[config.mk]
export PLATFORM = sky130hd
export DESIGN_NAME = freq_gate_counter_flat
export DESIGN_NICKNAME = d
export VERILOG_FILES = /design/src/rtl/freq_gate_counter_if.sv /design/src/rtl/freq_gate_counter.sv /design/src/flat_wrapper.sv
export SDC_FILE = /design/constraint.sdc
export NUM_CORES = 1
export LEC_CHECK = 0
export ABC_AREA = 1
export ABC_CLOCK_PERIOD_IN_PS = 2200
export CAP_MARGIN = 30
export CORE_UTILIZATION = 33
export DETAILED_ROUTE_END_ITERATION = 12
export PLACE_DENSITY_LB_ADDON = 0.12
export SLEW_MARGIN = 20
export SYNTH_ARGS = -nofsm -noshare
export SYNTH_HDL_FRONTEND = slang
export SYNTH_SLANG_ARGS = --single-unit
[constraint.sdc]
create_clock -name clk -period 2.2 [get_ports clk]
set_input_delay 0.55 -clock clk [delete_from_list [all_inputs] [get_ports clk]]
set_output_delay 0.55 -clock clk [all_outputs]
set_load 0.02 [all_outputs]
[src/rtl/freq_gate_counter_if.sv]
// Bus between the frequency counter front end and its consumers.
// master: drives signal/period, observes result; slave: the counter.
interface freq_gate_counter_if #(
  parameter int PERIOD_W = 16
);
  logic                signal;
  logic [PERIOD_W-1:0] period;
  logic [3:0]          ten_count;
  logic [3:0]          unit_count;
  logic                load;
  logic                overflow;

  modport master (
    output signal,
    output period,
    input  ten_count,
    input  unit_count,
    input  load,
    input  overflow
  );

  modport slave (
    input  signal,
    input  period,
    output ten_count,
    output unit_count,
    output load,
    output overflow
  );
endinterface

[src/rtl/freq_gate_counter.sv]
// Gated two-digit BCD edge counter with synchroniser and load strobe.
// Ports: clk, reset (sync, active high), bus (slave): signal, period
// in; ten_count, unit_count, load, overflow out. Macro FREQ_SATURATE_EN
// selects saturate-at-99 with overflow flag; otherwise count wraps.
module freq_gate_counter #(
  parameter int PERIOD_W = 16
) (
  input  logic                 clk,
  input  logic                 reset,
  freq_gate_counter_if.slave   bus
);

  typedef enum logic [0:0] {
    SETTLE,
    COUNT
  } state_t;

  state_t              state;
  state_t              state_nxt;
  logic [1:0]          settle_cnt;
  logic                sync1;
  logic                sync2;
  logic                sync_prev;
  logic                rise;
  logic [PERIOD_W-1:0] timer;
  logic [PERIOD_W-1:0] period_reg;
  logic [PERIOD_W-1:0] period_eff;
  logic [3:0]          ones;
  logic [3:0]          tens;
  logic [3:0]          ones_n;
  logic [3:0]          tens_n;
  logic                counting;
  logic                settle_done;
  logic                win_end;
  logic                at_max;

  assign rise = sync2 & ~sync_prev;

  always_ff @(posedge clk) begin
    if (reset) begin
      sync1     <= 1'b0;
      sync2     <= 1'b0;
      sync_prev <= 1'b0;
    end else begin
      sync1     <= bus.signal;
      sync2     <= sync1;
      sync_prev <= sync2;
    end
  end

  always_comb begin
    state_nxt = state;
    unique case (state)
      SETTLE: begin
        if (settle_cnt == 2'd3) begin
          state_nxt = COUNT;
        end
      end
      COUNT: state_nxt = COUNT;
    endcase
  end

  always_ff @(posedge clk) begin
    if (reset) begin
      state      <= SETTLE;
      settle_cnt <= 2'd0;
    end else begin
      state <= state_nxt;
      if (state == SETTLE) begin
        settle_cnt <= settle_cnt + 2'd1;
      end
    end
  end

  assign counting    = (state == COUNT);
  assign settle_done = (state == SETTLE) &&
                       (state_nxt == COUNT);
  assign win_end     = counting &&
    (timer == period_reg - PERIOD_W'(1));
  assign period_eff  = (bus.period == '0) ?
    PERIOD_W'(1) : bus.period;
  assign at_max      = (ones == 4'd9) &&
                       (tens == 4'd9);

  // Next BCD value including a rise seen in this cycle, so the
  // window-end capture never drops the last edge.
  always_comb begin
    ones_n = ones;
    tens_n = tens;
    if (counting && rise) begin
      if (ones != 4'd9) begin
        ones_n = ones + 4'd1;
      end else if (tens != 4'd9) begin
        ones_n = 4'd0;
        tens_n = tens + 4'd1;
      end else begin
`ifdef FREQ_SATURATE_EN
        ones_n = 4'd9;
        tens_n = 4'd9;
`else
        ones_n = 4'd0;
        tens_n = 4'd0;
`endif
      end
    end
  end

  always_ff @(posedge clk) begin
    if (reset) begin
      timer          <= '0;
      period_reg     <= PERIOD_W'(1);
      ones           <= 4'd0;
      tens           <= 4'd0;
      bus.ten_count  <= 4'd0;
      bus.unit_count <= 4'd0;
      bus.load       <= 1'b0;
    end else begin
      bus.load <= 1'b0;
      if (settle_done) begin
        timer      <= '0;
        period_reg <= period_eff;
      end else if (win_end) begin
        bus.ten_count  <= tens_n;
        bus.unit_count <= ones_n;
        bus.load       <= 1'b1;
        ones           <= 4'd0;
        tens           <= 4'd0;
        timer          <= '0;
        period_reg     <= period_eff;
      end else if (counting) begin
        ones  <= ones_n;
        tens  <= tens_n;
        timer <= timer + PERIOD_W'(1);
      end
    end
  end

`ifdef FREQ_SATURATE_EN
  logic ovf;
  logic ovf_n;

  assign ovf_n = ovf | (counting && rise && at_max);

  always_ff @(posedge clk) begin
    if (reset) begin
      ovf          <= 1'b0;
      bus.overflow <= 1'b0;
    end else if (win_end) begin
      bus.overflow <= ovf_n;
      ovf          <= 1'b0;
    end else if (counting) begin
      ovf <= ovf_n;
    end
  end
`else
  logic unused_max;
  assign unused_max   = at_max;
  assign bus.overflow = 1'b0;
`endif

endmodule

[src/flat_wrapper.sv]
// flat-port wrapper written by rule: the top's interface ports become plain ports
module freq_gate_counter_flat 
#(
  parameter int PERIOD_W = 16
)
  (clk, reset, bus_signal, bus_period, bus_ten_count, bus_unit_count, bus_load, bus_overflow);
  freq_gate_counter_if #(.PERIOD_W(PERIOD_W)) bus_i ();
  input  logic clk;
  input  logic reset;
  input wire logic [$bits(bus_i.signal)-1:0] bus_signal;
  input wire logic [$bits(bus_i.period)-1:0] bus_period;
  output wire logic [$bits(bus_i.ten_count)-1:0] bus_ten_count;
  output wire logic [$bits(bus_i.unit_count)-1:0] bus_unit_count;
  output wire logic [$bits(bus_i.load)-1:0] bus_load;
  output wire logic [$bits(bus_i.overflow)-1:0] bus_overflow;
  assign bus_i.signal = bus_signal;
  assign bus_i.period = bus_period;
  assign bus_ten_count = bus_i.ten_count;
  assign bus_unit_count = bus_i.unit_count;
  assign bus_load = bus_i.load;
  assign bus_overflow = bus_i.overflow;
  freq_gate_counter #(.PERIOD_W(PERIOD_W)) u_core (.clk(clk), .reset(reset), .bus(bus_i));
endmodule
* Word-level counts from Yosys, hierarchy flattened
Cells that the tools add are included.
** Word-level totals
- Register bits after elaboration :: 55
- Input port bits :: 19
- Output and inout bits :: 10
** Operators by class
- $add $sub $neg :: 5
- Equality and inequality tests :: 4
- Multiplexer cells :: 15
- Bitwise operators :: 4
- Reduce and logical (&&, ||, !) cells :: 10
** Operators by type and width (count)
- 16-bit two-way mux :: 3
- 4-bit two-way mux :: 9
- 16-bit by 1-bit adder with 16-bit output (second input constant) :: 1
- 16-bit == test :: 1
- 16-bit logical NOT :: 1
- 16-bit by 1-bit subtractor with 16-bit output (second input constant) :: 1
- 4-bit by 1-bit adder with 4-bit output (second input constant) :: 2
- 4-bit != test (second input constant) :: 2
- 2-bit AND reduction :: 2
- 2-bit nonzero test :: 2
- 1-bit logical AND :: 3
- 1-bit NOT :: 3
- 3-bit OR reduction :: 1
- 2-bit by 1-bit adder with 2-bit output (second input constant) :: 1
- 2-bit == test (second input constant) :: 1
- 1-bit two-way mux :: 2
- 1-bit case mux with 2 select lines :: 1
- 2-bit OR reduction :: 1
- 1-bit AND :: 1

* Depth between registers and ports, before layout
Gate-level depths: netlist (run 1).
- Depth in word-level cells :: 6
- Depth in mapped cells :: 16
- Mapped depth without buffers :: 15

* Worst setup path before layout (run 1)
Ideal clock, no wire load.
- Kind :: reg-to-reg
- Start point :: register u_core.period_reg[0]
- End point :: register u_core.timer[11]
- Arrival time :: 1.866 ns
- Slack :: 0.218 ns
- Cell stages (with the launch flop) :: 15
- Path buffers :: 1
- Path through :: dfxtp_1 -> inv_1 -> ha_1 -> nand2_1 -> nor2_2 -> nand3_2 -> nand3_1 -> nand2_1 -> nor2_1 -> nand2_1 -> nor2_2 -> nand2_4 -> nand3_2 -> buf_4 -> nor2_1
** Between the ends
- Cells in the longest elaborated chain, start to end :: 4
** Ends and longest elaborated chain
- from (decl) :: line freq_gate_counter.sv:26 : logic [PERIOD_W-1:0] period_reg;
- from (signal assigned) :: line freq_gate_counter.sv:121 : period_reg <= period_eff;
- from (signal assigned) :: line freq_gate_counter.sv:129 : period_reg <= period_eff;
- 16-bit by 1-bit subtractor with 16-bit output :: line freq_gate_counter.sv:79 : (timer == period_reg - PERIOD_W'(1));
- 16-bit == test :: line freq_gate_counter.sv:79
- 1-bit logical AND :: line freq_gate_counter.sv:78 : assign win_end = counting &&
- 3-bit OR reduction (no source line)
- to (signal assigned) :: line freq_gate_counter.sv:133 : timer <= timer + PERIOD_W'(1);
- to (decl) :: line freq_gate_counter.sv:25 : logic [PERIOD_W-1:0] timer;
Every way passes these cells.
A chain may end at the register's enable or synchronous reset.

* Worst setup path in the final report (run 1)
- Start point :: register u_core.period_reg[1]
- End point :: register u_core.period_reg[8]
** Between the ends
- Cells in the longest elaborated chain, start to end :: 4
** Ends and longest elaborated chain (line)
- 16-bit by 1-bit subtractor with 16-bit output :: freq_gate_counter.sv:79
- 16-bit == test :: freq_gate_counter.sv:79
- 1-bit logical AND :: freq_gate_counter.sv:78
- 2-bit nonzero test (no source line)
Every way passes these cells.

==> key figures, run 1 <==
Pwr
  – Sw frac: 39.12%
  – Int Pwr: 1742 µW
  – Leakage power: 0.001744 µW
  – Flop pwr share: 40.1%
  – Worst vdd ir: 340.4 µV
  – Total power: 2862 µW
  – Power Dens Cells: 733.6 nW/µm²
  – Clk pwr share: 20.4%
  – Combinational fraction of design power: 39.5%
  – Sw Pwr: 1120 µW

Setup path
  – Max FO, Critical Path: 11
  – CP Capture Type: flop
  – Worst path cell trace: inv_2, ha_4, nand2_1, nor2_2, nand3_2, nand3_2, nand2_1, nor2_1, nand2_1, nor2_4, nand2_4, buf_6, a21oi_1, nor2_1
  – Slowest-stage cell, CP: dfxtp_2
  – Cell count along the critical path: 14
  – Setup CP Type: reg -> reg
  – CP Data Arrival Time: 2310 ps
  – Required time of the critical path: 2400 ps
  – Reg2reg setup slack: 90 ps
  – CP top delay family: simple AND/OR/NAND/NOR gates
  – Crit path buffers/inverters: 2
  – Reg2reg path depth: 14
  – Most frequent CP cell: nand2_1
  – Crit-path max cell delay: 350 ps
  – CP Launch Type: flop

Placed design
  – Input/output buffers: 27
  – Placed Cells: 640
  – Setup slack at placement: -35.72 ps
  – Routability cong.: 0.8941
  – Hpwl dp: 6144 µm

Clock network
  – CTS root buf: clkbuf_8
  – CTS max path bufs: 2
  – CTS H-Tree Depth: 2
  – CTS clk-pin slew, worst paths: 110 ps
  – CTS tree: built
  – Clock sinks: 55
  – Clk Latency, worst-skew pair: 310 ps
  – Hold_buf cts: 0
  – CTS buffer count: 5

Routing
  – Vias: 3,074
  – Vias per cell: 4.693
  – Total Wirelength: 8098 µm
  – Initial DRC count: 165
  – Antenna Nets Post-Route: 0
  – Drt first pass iters: 4
  – DRC viols: 0
  – DR WL/cell: 12.36 µm

STA
  – Fin crit period: 2107 ps
  – Max Fclk: 0.4747 GHz
  – RSZ-0062 raised after global routing: yes
  – Fin Hold WS: 411.8 ps
  – Final Max Slew Viols: 0
  – Final hold violations: 0
  – Worst Skew: 12.23 ps
  – PnR worst setup slack: 93.42 ps
  – Final Setup Violations: 0
  – Final Cycle Share: 95.75%

Synth
  – Area contributors post-synth: dfxtp_1 (35%), nand2_1 (14%), nor2_1 (9.6%)
  – Syn nets: 504
  – Syn Inst Count: 482
  – Synth Warn #: 0
  – Mapped Area: 3163 µm²
  – Syn_area_per_cell: 6.562 µm²
  – Synth area leader: dfxtp_1
  – Synth cell types: 34
  – Yosys reg bits: 55
  – Sequential share of the synthesized area: 34.81%
  – Synth top area share: 34.81%

Finish
  – Post-route insts no fill: 655
  – Nets: 547
  – Layout cell share with drive strength beyond 1: 14.07%
  – N_diodes: 0
  – Area growth, synth to finish: 23.34%

Hold path
  – Min-Delay Path Depth: 2
  – Min-delay worst type: reg -> reg

Global routing
  – Largest net degree at the start of global routing: 33
  – Gr usage total: 16.84%
  – Grt ovf: 0
  – Initial antenna violation count: 0
  – Wire length of the first global-routing pass: 13,460 µm
  – Number of global-route vias before repair: 2,951

Die
  – Die height: 99.90 µm
  – I/O pin count: 29
  – Core Region: 9284 µm²
  – Initial core utilization: 34.07%
  – Die width: 99.90 µm
  – Num rows: 35
  – Die footprint: 9980 µm²

Flow run
  – Maximum Capacitance Violations: 0

Run status
  – Status: complete, no violations
[worst min-delay path: cells and delay by family, from the launching register on]
family | cells | cell delay [ps]
DFF | 1 | 310
buffers and inverters | 1 | 40
and+or+nand+nor | 1 | 30
[final timing paths]
kind,startpoint,endpoint
max,u_core.period_reg[1]$_SDFFE_PP0P_,u_core.period_reg[8]$_SDFFE_PP0P_
max reg2reg,u_core.period_reg[1]$_SDFFE_PP0P_,u_core.period_reg[8]$_SDFFE_PP0P_
min,u_core.sync1$_SDFF_PP0_,u_core.sync2$_SDFF_PP0_
min reg2reg,u_core.sync1$_SDFF_PP0_,u_core.sync2$_SDFF_PP0_
[layout make-up]
class                      count  area (µm²)
multi-input combinational    364        1906
tap                          129       161.4
timing repair buffer          47       436.7
clock inverter                 3       25.02
sequential                    55        1109
fill                        1002        5383
clock buffer                   5       68.82
inverter                      52       195.2
[routing by layer]
metal / track usage (%) / vias up / share of wire, %
li1: - / 1634 / -
met1: 21.47 / 1382 / 47
met2: 29.71 / 48 / 48
met3: 2.577 / 10 / 3.5
met4: 4.072 / 0 / 1.3
met5: 0 / - / 0
[metrics by stage]
step	area, µm²	util (%)	TNS, ps
global placement	3640	39.20	0
global route	3901	42.02	-193.9
finish	3901	42.02	0
floorplan	3163	-	0
CTS	3760	40.50	0
detailed placement	3640	39.20	-162.6
[power groups by stage]
stage | combinational (µW) | sequential (µW) | clock, µW
2_1_floorplan | 694 | 1150 | 0
4_1_cts | 997 | 1140 | 607
5_1_grt | 1270 | 1160 | 636
3_5_place_dp | 948 | 1160 | 0
3_3_place_gp | 946 | 1160 | 0
6_report | 1130 | 1150 | 582
[synthesized netlist by cell type, drive strengths merged]
cell type	n
inv	51
a21oi	18
nand3	44
nor3	8
dfxtp	55
or2	3
and3	1
conb	1
xor2	16
nand3b	4
ha	3
nor2	92
nor3b	1
a21o	1
xnor2	7
clkbuf	7
o21ai	14
a41o	1
clkinv	1
nand2	122
a22oi	1
buf	6
nor4	5
nand4	20
[cells by family after synthesis]
logic type                 Yosys count  share of synthesized area (%)
and+or+nand+nor                    300                          42.96
buffers and inverters               65                          8.702
DFF                                 55                          34.81
AOI/OAI and AO/OA                   35                          5.855
xor gates and xnor gates            23                          6.369
adders and majority gates            3                          1.187
other                                1                         0.1186
[layout by cell type, fill, tap and decap left out, types with 4 or more instances in the layout]
cell,netlist,routed
dfxtp_1,55,49
a21oi_1,18,18
nor2_1,81,73
nor4_1,5,5
dfxtp_2,0,6
o21ai_0,7,7
o21ai_1,7,6
nand4_1,20,20
clkdlybuf4s50_1,0,27
xor2_1,16,16
nand3_1,41,40
nor2_4,1,8
inv_1,48,46
nor3_1,8,8
xnor2_1,7,7
nor2_2,9,10
nand2_1,118,117
clkbuf_8,0,5
inv_2,3,5
nand2_4,1,5
buf_4,2,18
nand3b_1,4,4
[timing repair]
item                       CTS  global route
setup endpoints to repair   21            41
gates cloned                 1             1
resized for setup            4            30
setup buffers                0             5
pin swaps                    1             8
Note: power is estimated with default switching activity, not from simulation.
==> run 2, diff against run 1 <==
--- a/config.mk
+++ b/config.mk
@@ -10,6 +10,7 @@
 export CAP_MARGIN = 30
 export CORE_UTILIZATION = 33
 export DETAILED_ROUTE_END_ITERATION = 12
+export DONT_BUFFER_PORTS = 1
 export PLACE_DENSITY_LB_ADDON = 0.12
 export SLEW_MARGIN = 20
 export SYNTH_ARGS = -nofsm -noshare
==> key figures, run 2 (synthesis gave the netlist of run 1 again) <==
Run status
  – Status: complete, no violations

STA
  – Max Fclk: 0.4914 GHz (+3.5%)
  – Fin Hold WS: 279.7 ps (-132.0 ps)
  – Worst slew pin tran: 636.8 ps
  – Slew headroom: 57.50%
  – Worst Skew: 11.74 ps (-0.4883 ps)
  – Final Setup Violations: 0 (unchanged)
  – Final hold violations: 0 (unchanged)
  – Fin crit period: 2035 ps (-71.68 ps)
  – Final Max Slew Viols: 0 (unchanged)
  – Final Cycle Share: 92.50% (-3.3 points)

Setup path
  – CP Launch Type: flop
  – Setup CP Type: reg -> reg
  – Required time of the critical path: 2410 ps (about the same)
  – Max FO, Critical Path: 8 (-3)
  – CP Capture Type: flop
  – CP Data Arrival Time: 2250 ps (-60 ps)

Clock network
  – CTS tree: built
  – Clock sinks: 55 (unchanged)
  – CTS clk-pin slew, worst paths: 110 ps (about the same)
  – CTS H-Tree Depth: 2 (unchanged)
  – Clk Latency, worst-skew pair: 320 ps (about the same)
  – CTS root buf: clkbuf_8
  – Hold_buf cts: 0 (unchanged)
  – CTS buffer count: 5 (unchanged)
  – CTS max path bufs: 2 (unchanged)

Finish
  – # fillers: 1,027 (+2.5%)
  – Nets: 516 (-5.7%)
  – N_diodes: 0 (unchanged)
  – Commonest non-fill, non-tap cell in the layout: nand2_1
  – Area growth, synth to finish: 12.18%
  – Layout cell share with drive strength beyond 1: 12.32% (-1.7 points)
  – Post-route insts no fill: 624 (-4.7%)
  – Most frequent cells in the layout: nand2_1 (117), nor2_1 (79), dfxtp_1 (52)

Die
  – Die footprint: 9980 µm² (unchanged)
  – Die width: 99.90 µm (unchanged)
  – Core Region: 9284 µm² (unchanged)
  – Num rows: 35 (unchanged)
  – Initial core utilization: 34.07% (unchanged)
  – I/O pin count: 29 (unchanged)
  – Die height: 99.90 µm (unchanged)

Global routing
  – Grt ovf: 0 (unchanged)
  – Initial antenna violation count: 0 (unchanged)
  – Gr usage total: 17.00% (+0.17 points)
  – Number of global-route vias before repair: 2,861 (-3.0%)
  – Wire length of the first global-routing pass: 13,470 µm (about the same)
  – Largest net degree at the start of global routing: 23 (-30%)

Routing
  – Total Wirelength: 8143 µm (+0.56%)
  – DR WL/cell: 13.05 µm (+5.6%)
  – Antenna Nets Post-Route: 0 (unchanged)
  – Drt first pass iters: 4 (unchanged)
  – Vias: 2,974 (-3.3%)
  – Vias per cell: 4.766 (+1.6%)
  – Initial DRC count: 154 (-6.7%)
  – DRC viols: 0 (unchanged)

Placed design
  – Placed Cells: 611 (-4.5%)
  – Hpwl dp: 6126 µm (-0.30%)
  – Routability cong.: 0.8894 (-0.53%)
  – Input/output buffers: 0 (-100%)

Pwr
  – Leakage power: 0.001604 µW (-8.0%)
  – Worst vdd ir: 335.9 µV (-1.3%)
  – Power Dens Cells: 756.0 nW/µm² (+3.1%)

Flow run
  – Maximum Capacitance Violations: 0 (unchanged)

Hold path
  – Min-delay worst type: in -> reg
## run 2: changes by cell type in the layout (fill, tap and decap cells not counted), sizes merged
cell	previous run	this run
buf	20	17
clkdlybuf4s50	27	0
clkinv	3	1
clkinvlp	1	2
inv	51	52
nand2	124	122
nand3	44	45
## run 2: cell type report
| cell class | count | area, µm² | share of cell area [%] |
|---|---|---|---|
| Clock buffer | 5 | 68.82 | 1.939 |
| Timing Repair Buffer | 17 | 143.9 | 4.055 |
| Inverter | 52 | 198.9 | 5.606 |
| Sequential cell | 55 | 1105 | 31.14 |
| Tap cell | 129 | 161.4 | 4.549 |
| Multi-Input combinational cell | 363 | 1843 | 51.94 |
| Clock inverter | 3 | 27.53 | 0.7757 |
## run 2: per-stage QoR
step | setup slack, ps | TNS, ps | instance area [µm²] | power (µW) | util [%]
6_report | 165.1 | 0 | 3548 | 2683 | 38.22
3_3_place_gp | 61.27 | 0 | 3342 | 2036 | 36.00
2_1_floorplan | 218.4 | 0 | 3163 | 1848 | -
3_5_place_dp | -30.94 | -124.9 | 3342 | 2035 | 36.00
5_1_grt | -6.487 | -12.74 | 3548 | 2891 | 38.22
4_1_cts | 69.62 | 0 | 3483 | 2668 | 37.52
## run 2: metal layers
layer	track usage [%]	vias to the layer above	part of all wire [%]
met4	4.072	0	0.92
met1	21.82	1351	45
met2	29.71	43	50
met5	0	-	0
li1	-	1574	-
met3	2.786	6	3.8
## run 2: timing repair
item,CTS,global route
setup buffers,3,1
cloned,0,1
pin swaps,1,3
gates resized for setup,2,15
setup endpoints to repair,20,47
## run 2: final timing paths
path / from / to / slack (ps) / cells past startpoint
min: reset / u_core.tens[0]$_SDFFE_PP0P_ / 280 / 1
max: u_core.period_reg[0]$_SDFFE_PP1P_ / u_core.timer[7]$_SDFFE_PP0P_ / 170 / 14
max reg2reg: u_core.period_reg[0]$_SDFFE_PP1P_ / u_core.timer[7]$_SDFFE_PP0P_ / 170 / 14
min reg2reg: u_core.sync1$_SDFF_PP0_ / u_core.sync2$_SDFF_PP0_ / 410 / 2
## run 2: power breakdown
group / switching, µW / internal [µW]
Combinational: 577 / 342
Clock: 367 / 237
Sequential: 96.1 / 1060
Total: 1040 / 1640
## run 2: critical path, cell delays in order, from the launching register on
cell and delay [ps]:
dfxtp_1 360, inv_2 80, ha_4 160, nand2_1 60, nor2_2 150, nand3_2 130
nand3_2 130, nand2_1 60, nor2_1 80, nand2_1 60, nor2_2 160, nand2_4 120
buf_12 160, nand3_2 140, nor2_1 60
==> patch 1 (settings of run 2) <==
`PERIOD_W` is set to 16 in 3 places; all go to 18.
--- a/src/rtl/freq_gate_counter_if.sv
+++ b/src/rtl/freq_gate_counter_if.sv
@@ -2,5 +2,5 @@
 // master: drives signal/period, observes result; slave: the counter.
 interface freq_gate_counter_if #(
-  parameter int PERIOD_W = 16
+  parameter int PERIOD_W = 18
 );
   logic                signal;
--- a/src/rtl/freq_gate_counter.sv
+++ b/src/rtl/freq_gate_counter.sv
@@ -4,5 +4,5 @@
 // selects saturate-at-99 with overflow flag; otherwise count wraps.
 module freq_gate_counter #(
-  parameter int PERIOD_W = 16
+  parameter int PERIOD_W = 18
 ) (
   input  logic                 clk,
--- a/src/flat_wrapper.sv
+++ b/src/flat_wrapper.sv
@@ -2,5 +2,5 @@
 module freq_gate_counter_flat 
 #(
-  parameter int PERIOD_W = 16
+  parameter int PERIOD_W = 18
 )
   (clk, reset, bus_signal, bus_period, bus_ten_count, bus_unit_count, bus_load, bus_overflow);
Ports: changed (resized bus_period); port bits go from 29 to 31. No check against the original RTL was run, so the function may have changed too.
==> patch 1 against run 2 <==
Non-clock buffer count is 3 higher. Synthesized area increased by 5.6%. Power up 21%. Die area rose by 5.5%. Synthesized cell count up 4.4%. Critical path depth stayed put. Setup slack got worse by 0.030 ns. Routed wire length increased by 8.4%. Cell area increased by 8.9%. Sequential cell count grew 4.
==> patch 1: results (changes against run 2) <==
Status
  – Run status: finished clean (unchanged)

Logic synthesis
  – Sequential area share after synthesis: 35.4% (was 34.8%)
  – Synth unique cells: 29 (was 34)
  – Mapped Nets: 527 (was 504)
  – Commonest cells post-synth: nand2_1, nor2_1, dfxtp_1, inv_1, nand3_1 (unchanged)
  – Largest family of logic cells by synthesized area: simple AND/OR/NAND/NOR gates (unchanged)
  – Post-synthesis xor/xnor area fraction: 7.34% (was 6.37%)
  – Post-synthesis mux area share: 0% (unchanged)
  – Syn. warnings: 0 (unchanged)
  – Ys flop type: dfxtp_1 (unchanged)
  – Asr flop ratio synth: 0% (unchanged)
  – Synth area leaders: dfxtp_1, nand2_1, nor2_1 (unchanged)
  – Compound-Gate Fraction of Synth Area: 7.76% (was 5.85%)
  – Post-Synth Adder-Cell Area: 1.12% (was 1.19%)
  – Cells after Synth: 503 (was 482)

GRT
  – Number of global-route vias before repair: 3050 (was 2861)
  – Largest net degree at the start of global routing: 22 (was 23)
  – Global Route Usage Sum: 18.4% (was 17.0%)
  – First-pass GRT wire length: 14600 microns (was 13500 microns)
  – Initial antenna violation count: 0 (unchanged)

Power and ir drop
  – Leakage: 1.69 nW (was 1.60 nW)
  – Combinational share of power: 32.3% (was 34.3%)
  – Comb power: 0.00105 W (was 0.000919 W)
  – Maximum vdd drop: 0.000369 V (was 0.000336 V)
  – P_clk: 0.000961 W (was 0.000604 W)
  – Psw: 0.00117 W (was 0.00104 W)

Setup path
  – Max FO, Critical Path: 21 (was 8)
  – WP data arrival: 2.29 ns (was 2.25 ns)
  – R2R setup slack: 0.13 ns (was 0.17 ns)
  – CP max stage delay: 0.36 ns (about the same)
  – CP top delay family: simple AND/OR/NAND/NOR gates (unchanged)
  – Critical-path top delay cell: dfxtp_4 (was dfxtp_1)

Placed design
  – Port Buffers: 0 (unchanged)
  – Routability cong.: 0.881 (was 0.889)
  – Post-DP HPWL: 6960 microns (was 6130 microns)
  – Inst Count DP: 637 (was 611)

Worst hold path
  – Hold Path Class: in2reg (unchanged)

Routing
  – DR pass1 iterations: 4 (unchanged)
  – Post-Route WL: 8830 microns (was 8140 microns)
  – Initial DRC count: 130 (was 154)
  – DR WL/cell: 13.4 microns (was 13.0 microns)
  – Vias per cell: 4.67 (was 4.77)

Clock network
  – Cell chosen for the clock root: clkbuf_8 (unchanged)
  – Clock buffer depth: 2 (unchanged)
  – Clk Latency, worst-skew pair: 0.34 ns (was 0.32 ns)
  – H-tree lvl count: 3 (was 2)
  – Clk slew on worst S/H paths: 0.07 ns (was 0.11 ns)
  – TritonCTS Buffers: 9 (was 5)

Cells and area
  – Fill cells: 1059 (was 1027)
  – Ratio of cells with drive above 1 in the final layout: 13.7% (was 12.3%)
  – Nets@finish: 543 (was 516)
  – Antenna diodes: 0 (unchanged)

Timing
  – Worst slew pin tran: 0.583 ns (was 0.637 ns)
  – Worst Skew: 0.00832 ns (was 0.0117 ns)
[patch 1: what timing repair did]
item	4_1_cts	5_1_grt
setup endpoints to repair	2	42
cloned	0	1
resized for setup	1	26
pin swaps	0	10
setup buffers	0	3
[patch 1: final cells by class]
class                           count  share of cell area (%)
Clock buffer                       15                    4.82
Clock inverter                      1                   0.129
Inverter                           61                    5.92
Multi-Input combinational cell    368                    48.9
Sequential cell                    59                    30.7
Tap cell                          133                    4.31
Timing Repair Buffer               20                    5.18
[patch 1: kinds of logic after synthesis]
group,after synthesis
and+or+nand+nor,287
other,1
adders and majority gates,3
DFF,59
buffers and inverters,76
AOI/OAI and AO/OA,49
xor gates and xnor gates,28
[patch 1: per-stage QoR]
step           area (sq um)  util (%)  setup WS (ns)  hold slack (ns)
5_1_grt                3860      39.5        -0.0126            0.255
3_3_place_gp           3540      36.2         0.0387            0.396
6_report               3860      39.5          0.135            0.277
3_5_place_dp           3540      36.2         0.0129            0.395
4_1_cts                3730      38.2         0.0270            0.262
2_1_floorplan          3340         -          0.167            0.388
[patch 1: worst paths after layout]
kind         cells after the start                                 to                               from
max                             14  u_core.period_reg[8]$_SDFFE_PP0P_  u_core.period_reg[1]$_SDFFE_PP0P_
max reg2reg                     14  u_core.period_reg[8]$_SDFFE_PP0P_  u_core.period_reg[1]$_SDFFE_PP0P_
min                              1            u_core.sync1$_SDFF_PP0_                              reset
min reg2reg                      2            u_core.sync2$_SDFF_PP0_            u_core.sync1$_SDFF_PP0_
[patch 1: layer usage]
metal	up-vias	part of all wire [%]	global-route usage, %
met5	-	0	0
met4	0	1.5	6.37
met3	9	5.7	5.36
met2	47	47	31.6
met1	1385	46	21.9
li1	1624	-	-
==> patch 2 (config.mk and constraints of run 2) <==
Made on the original files. Add a define of `FREQ_SATURATE_EN`.
--- a/src/rtl/freq_gate_counter.sv
+++ b/src/rtl/freq_gate_counter.sv
@@ -3,4 +3,6 @@
 // in; ten_count, unit_count, load, overflow out. Macro FREQ_SATURATE_EN
 // selects saturate-at-99 with overflow flag; otherwise count wraps.
+`define FREQ_SATURATE_EN
+
 module freq_gate_counter #(
   parameter int PERIOD_W = 16
Formal check against the unedited RTL: no difference found for any inputs over 10 cycles, from zero or initial values and one cycle with reset high; that may be too few to reach the edited logic, so the function may still have changed.
==> patch 2 against run 2 <==
Cell area increased by 4.8%. Sequential cell count increased by 2. Routed wire length increased by 4.0%. Setup slack improved by 0.034 ns. Count of clock-buffer cells in the layout increased by 4. Power increased by 17%. Cell count increased by 1.9%. Synthesized area increased by 4.8%. Largest power group unchanged.
==> patch 2: results (changes against run 2) <==
Routing
  – Initial DRC count: 81 (was 154)
  – Post-Route WL: 8470 microns (was 8140 microns)
  – ANT nets after route: 0 (unchanged)
  – Vias per cell: 4.77 (about the same)
  – DR pass1 iterations: 5 (was 4)

Placed design
  – Post-DP HPWL: 6460 microns (was 6130 microns)
  – Post-Place Setup Slack: 0.0665 ns (was -0.0309 ns)
  – Routability cong.: 0.849 (was 0.889)
  – Port Buffers: 0 (unchanged)

Setup path
  – Critical-path top delay cell: dfxtp_2 (was dfxtp_1)
  – Max FO, Critical Path: 11 (was 8)
  – CP max stage delay: 0.35 ns
  – WP data arrival: 2.22 ns (was 2.25 ns)
  – CP top delay family: simple AND/OR/NAND/NOR gates (unchanged)

Cells and area
  – Fill cells: 1078 (was 1027)
  – Ratio of cells with drive above 1 in the final layout: 12.7% (was 12.3%)
  – Nets@finish: 520 (was 516)

Logic synthesis
  – Asr flop ratio synth: 0% (unchanged)
  – Mapped Nets: 509 (was 504)
  – Synth unique cells: 35 (was 34)
  – Compound-Gate Fraction of Synth Area: 4.30% (was 5.85%)
  – Sequential area share after synthesis: 34.4% (was 34.8%)
  – Post-Synth Adder-Cell Area: 1.13% (was 1.19%)
  – Ys flop type: dfxtp_1 (unchanged)
  – Post-synthesis mux area share: 0.302% (was 0%)
  – Commonest cells post-synth: nand2_1, nor2_1, dfxtp_1, nand3_1, inv_1 (was nand2_1, nor2_1, dfxtp_1, inv_1, nand3_1)
  – Syn. warnings: 0 (unchanged)
  – Post-synthesis xor/xnor area fraction: 7.40% (was 6.37%)
  – Synth area leaders: dfxtp_1, nand2_1, nand3_1 (was dfxtp_1, nand2_1, nor2_1)

Clock network
  – Clk Latency, worst-skew pair: 0.35 ns (was 0.32 ns)
  – Cell chosen for the clock root: clkbuf_8 (unchanged)
  – TritonCTS Buffers: 9 (was 5)
  – Clk slew on worst S/H paths: 0.08 ns (was 0.11 ns)
  – Post-CTS Setup Bufs: 0 (was 3)
  – H-tree lvl count: 3 (was 2)
  – Clock buffer depth: 2 (unchanged)

Power and ir drop
  – Leakage: 1.58 nW (was 1.60 nW)
  – Psw: 0.00125 W (was 0.00104 W)
  – Maximum vdd drop: 0.000421 V (was 0.000336 V)

GRT
  – First-pass GRT wire length: 14200 microns (was 13500 microns)
  – Initial antenna violation count: 0 (unchanged)
  – Global Route Usage Sum: 18.2% (was 17.0%)
  – Number of global-route vias before repair: 2967 (was 2861)
  – Largest net degree at the start of global routing: 18 (was 23)

Worst hold path
  – Hold Path Class: in2reg (unchanged)

Status
  – Run status: finished clean (unchanged)

Timing
  – Worst Skew: 0.0103 ns (was 0.0117 ns)
  – Worst slew pin tran: 0.606 ns (was 0.637 ns)
-- patch 2: cell count changes after synthesis, sizes merged, moves of 5 or more --
cell and change:
nor2 -23, nand2 +21, nand3 +18, a21oi -15, o21ai +5
-- patch 2: per-layer routing --
metal	vias to the layer above	wire length (microns)	global-route usage, %
met5	-	0	0
met4	0	95	5.49
met3	8	411	6.09
met2	48	4100	31.1
met1	1387	3860	21.6
li1	1591	-	-
-- patch 2: metrics by stage --
stage	std cells	cell area, sq um	hold slack (ns)	util, %	power, W
2_1_floorplan	487	3310	0.388	-	0.00199
3_3_place_gp	620	3500	0.400	35.8	0.00221
3_5_place_dp	620	3500	0.404	35.8	0.00221
4_1_cts	636	3680	0.245	37.6	0.00314
5_1_grt	636	3720	0.233	38.0	0.00336
6_report	636	3720	0.259	38.0	0.00313
-- patch 2: cells by family (layout without fill, tap and decap cells) --
logic type / count (synthesis) / in the layout
fa+ha+maj: 3 / 3
flops: 57 / 57
compound gates: 24 / 24
xor+xnor: 28 / 28
mux: 1 / 1
simple gates: 308 / 308
buf+inv: 66 / 82
-- patch 2: power by group through the flow --
stage               clock network [W]  logic [W]  registers, W
floorplan                           0   0.000827       0.00117
global placement                    0    0.00102       0.00119
detailed placement                  0    0.00102       0.00119
CTS                          0.000947    0.00103       0.00117
global route                 0.000996    0.00118       0.00118
finish                       0.000914    0.00104       0.00117
-- patch 2: worst reg2reg max path, cell delays in order (launching register included) --
cell	delay, ns
dfxtp_2	0.35
inv_1	0.07
ha_4	0.26
nor2_1	0.05
nor2_1	0.11
nand4_1	0.09
nor2_1	0.16
nand2_1	0.11
nor3_4	0.16
nand3_4	0.13
buf_4	0.20
nand3_1	0.07
o21ai_0	0.11
-- patch 2: layout make-up --
cell class                      count  area [sq um]  area share, %
Timing Repair Buffer               14           118           3.16
Inverter                           52           195           5.25
Tap cell                          133           166           4.48
Clock buffer                        9           124           3.33
Sequential cell                    57          1140           30.8
Multi-Input combinational cell    364          1920           51.5
Clock inverter                      7          53.8           1.45
-- patch 2: worst paths after layout --
check                                                       start                                    end  slack, ns  cells after the start
worst max-delay path            u_core.period_reg[1]$_SDFFE_PP0P_  u_core.bus.unit_count[2]$_SDFFE_PP0P_       0.20                     12
worst min-delay path                                        reset             u_core.counting$_SDFF_PP0_       0.26                      1
worst max register to register  u_core.period_reg[1]$_SDFFE_PP0P_  u_core.bus.unit_count[2]$_SDFFE_PP0P_       0.20                     12
worst min register to register            u_core.sync1$_SDFF_PP0_                u_core.sync2$_SDFF_PP0_       0.41                      2
-- patch 2: repair_timing --
item / CTS / global route
setup endpoints to repair: 0 / 33
hold buffers: 0 / 0
gates resized for setup: 0 / 11
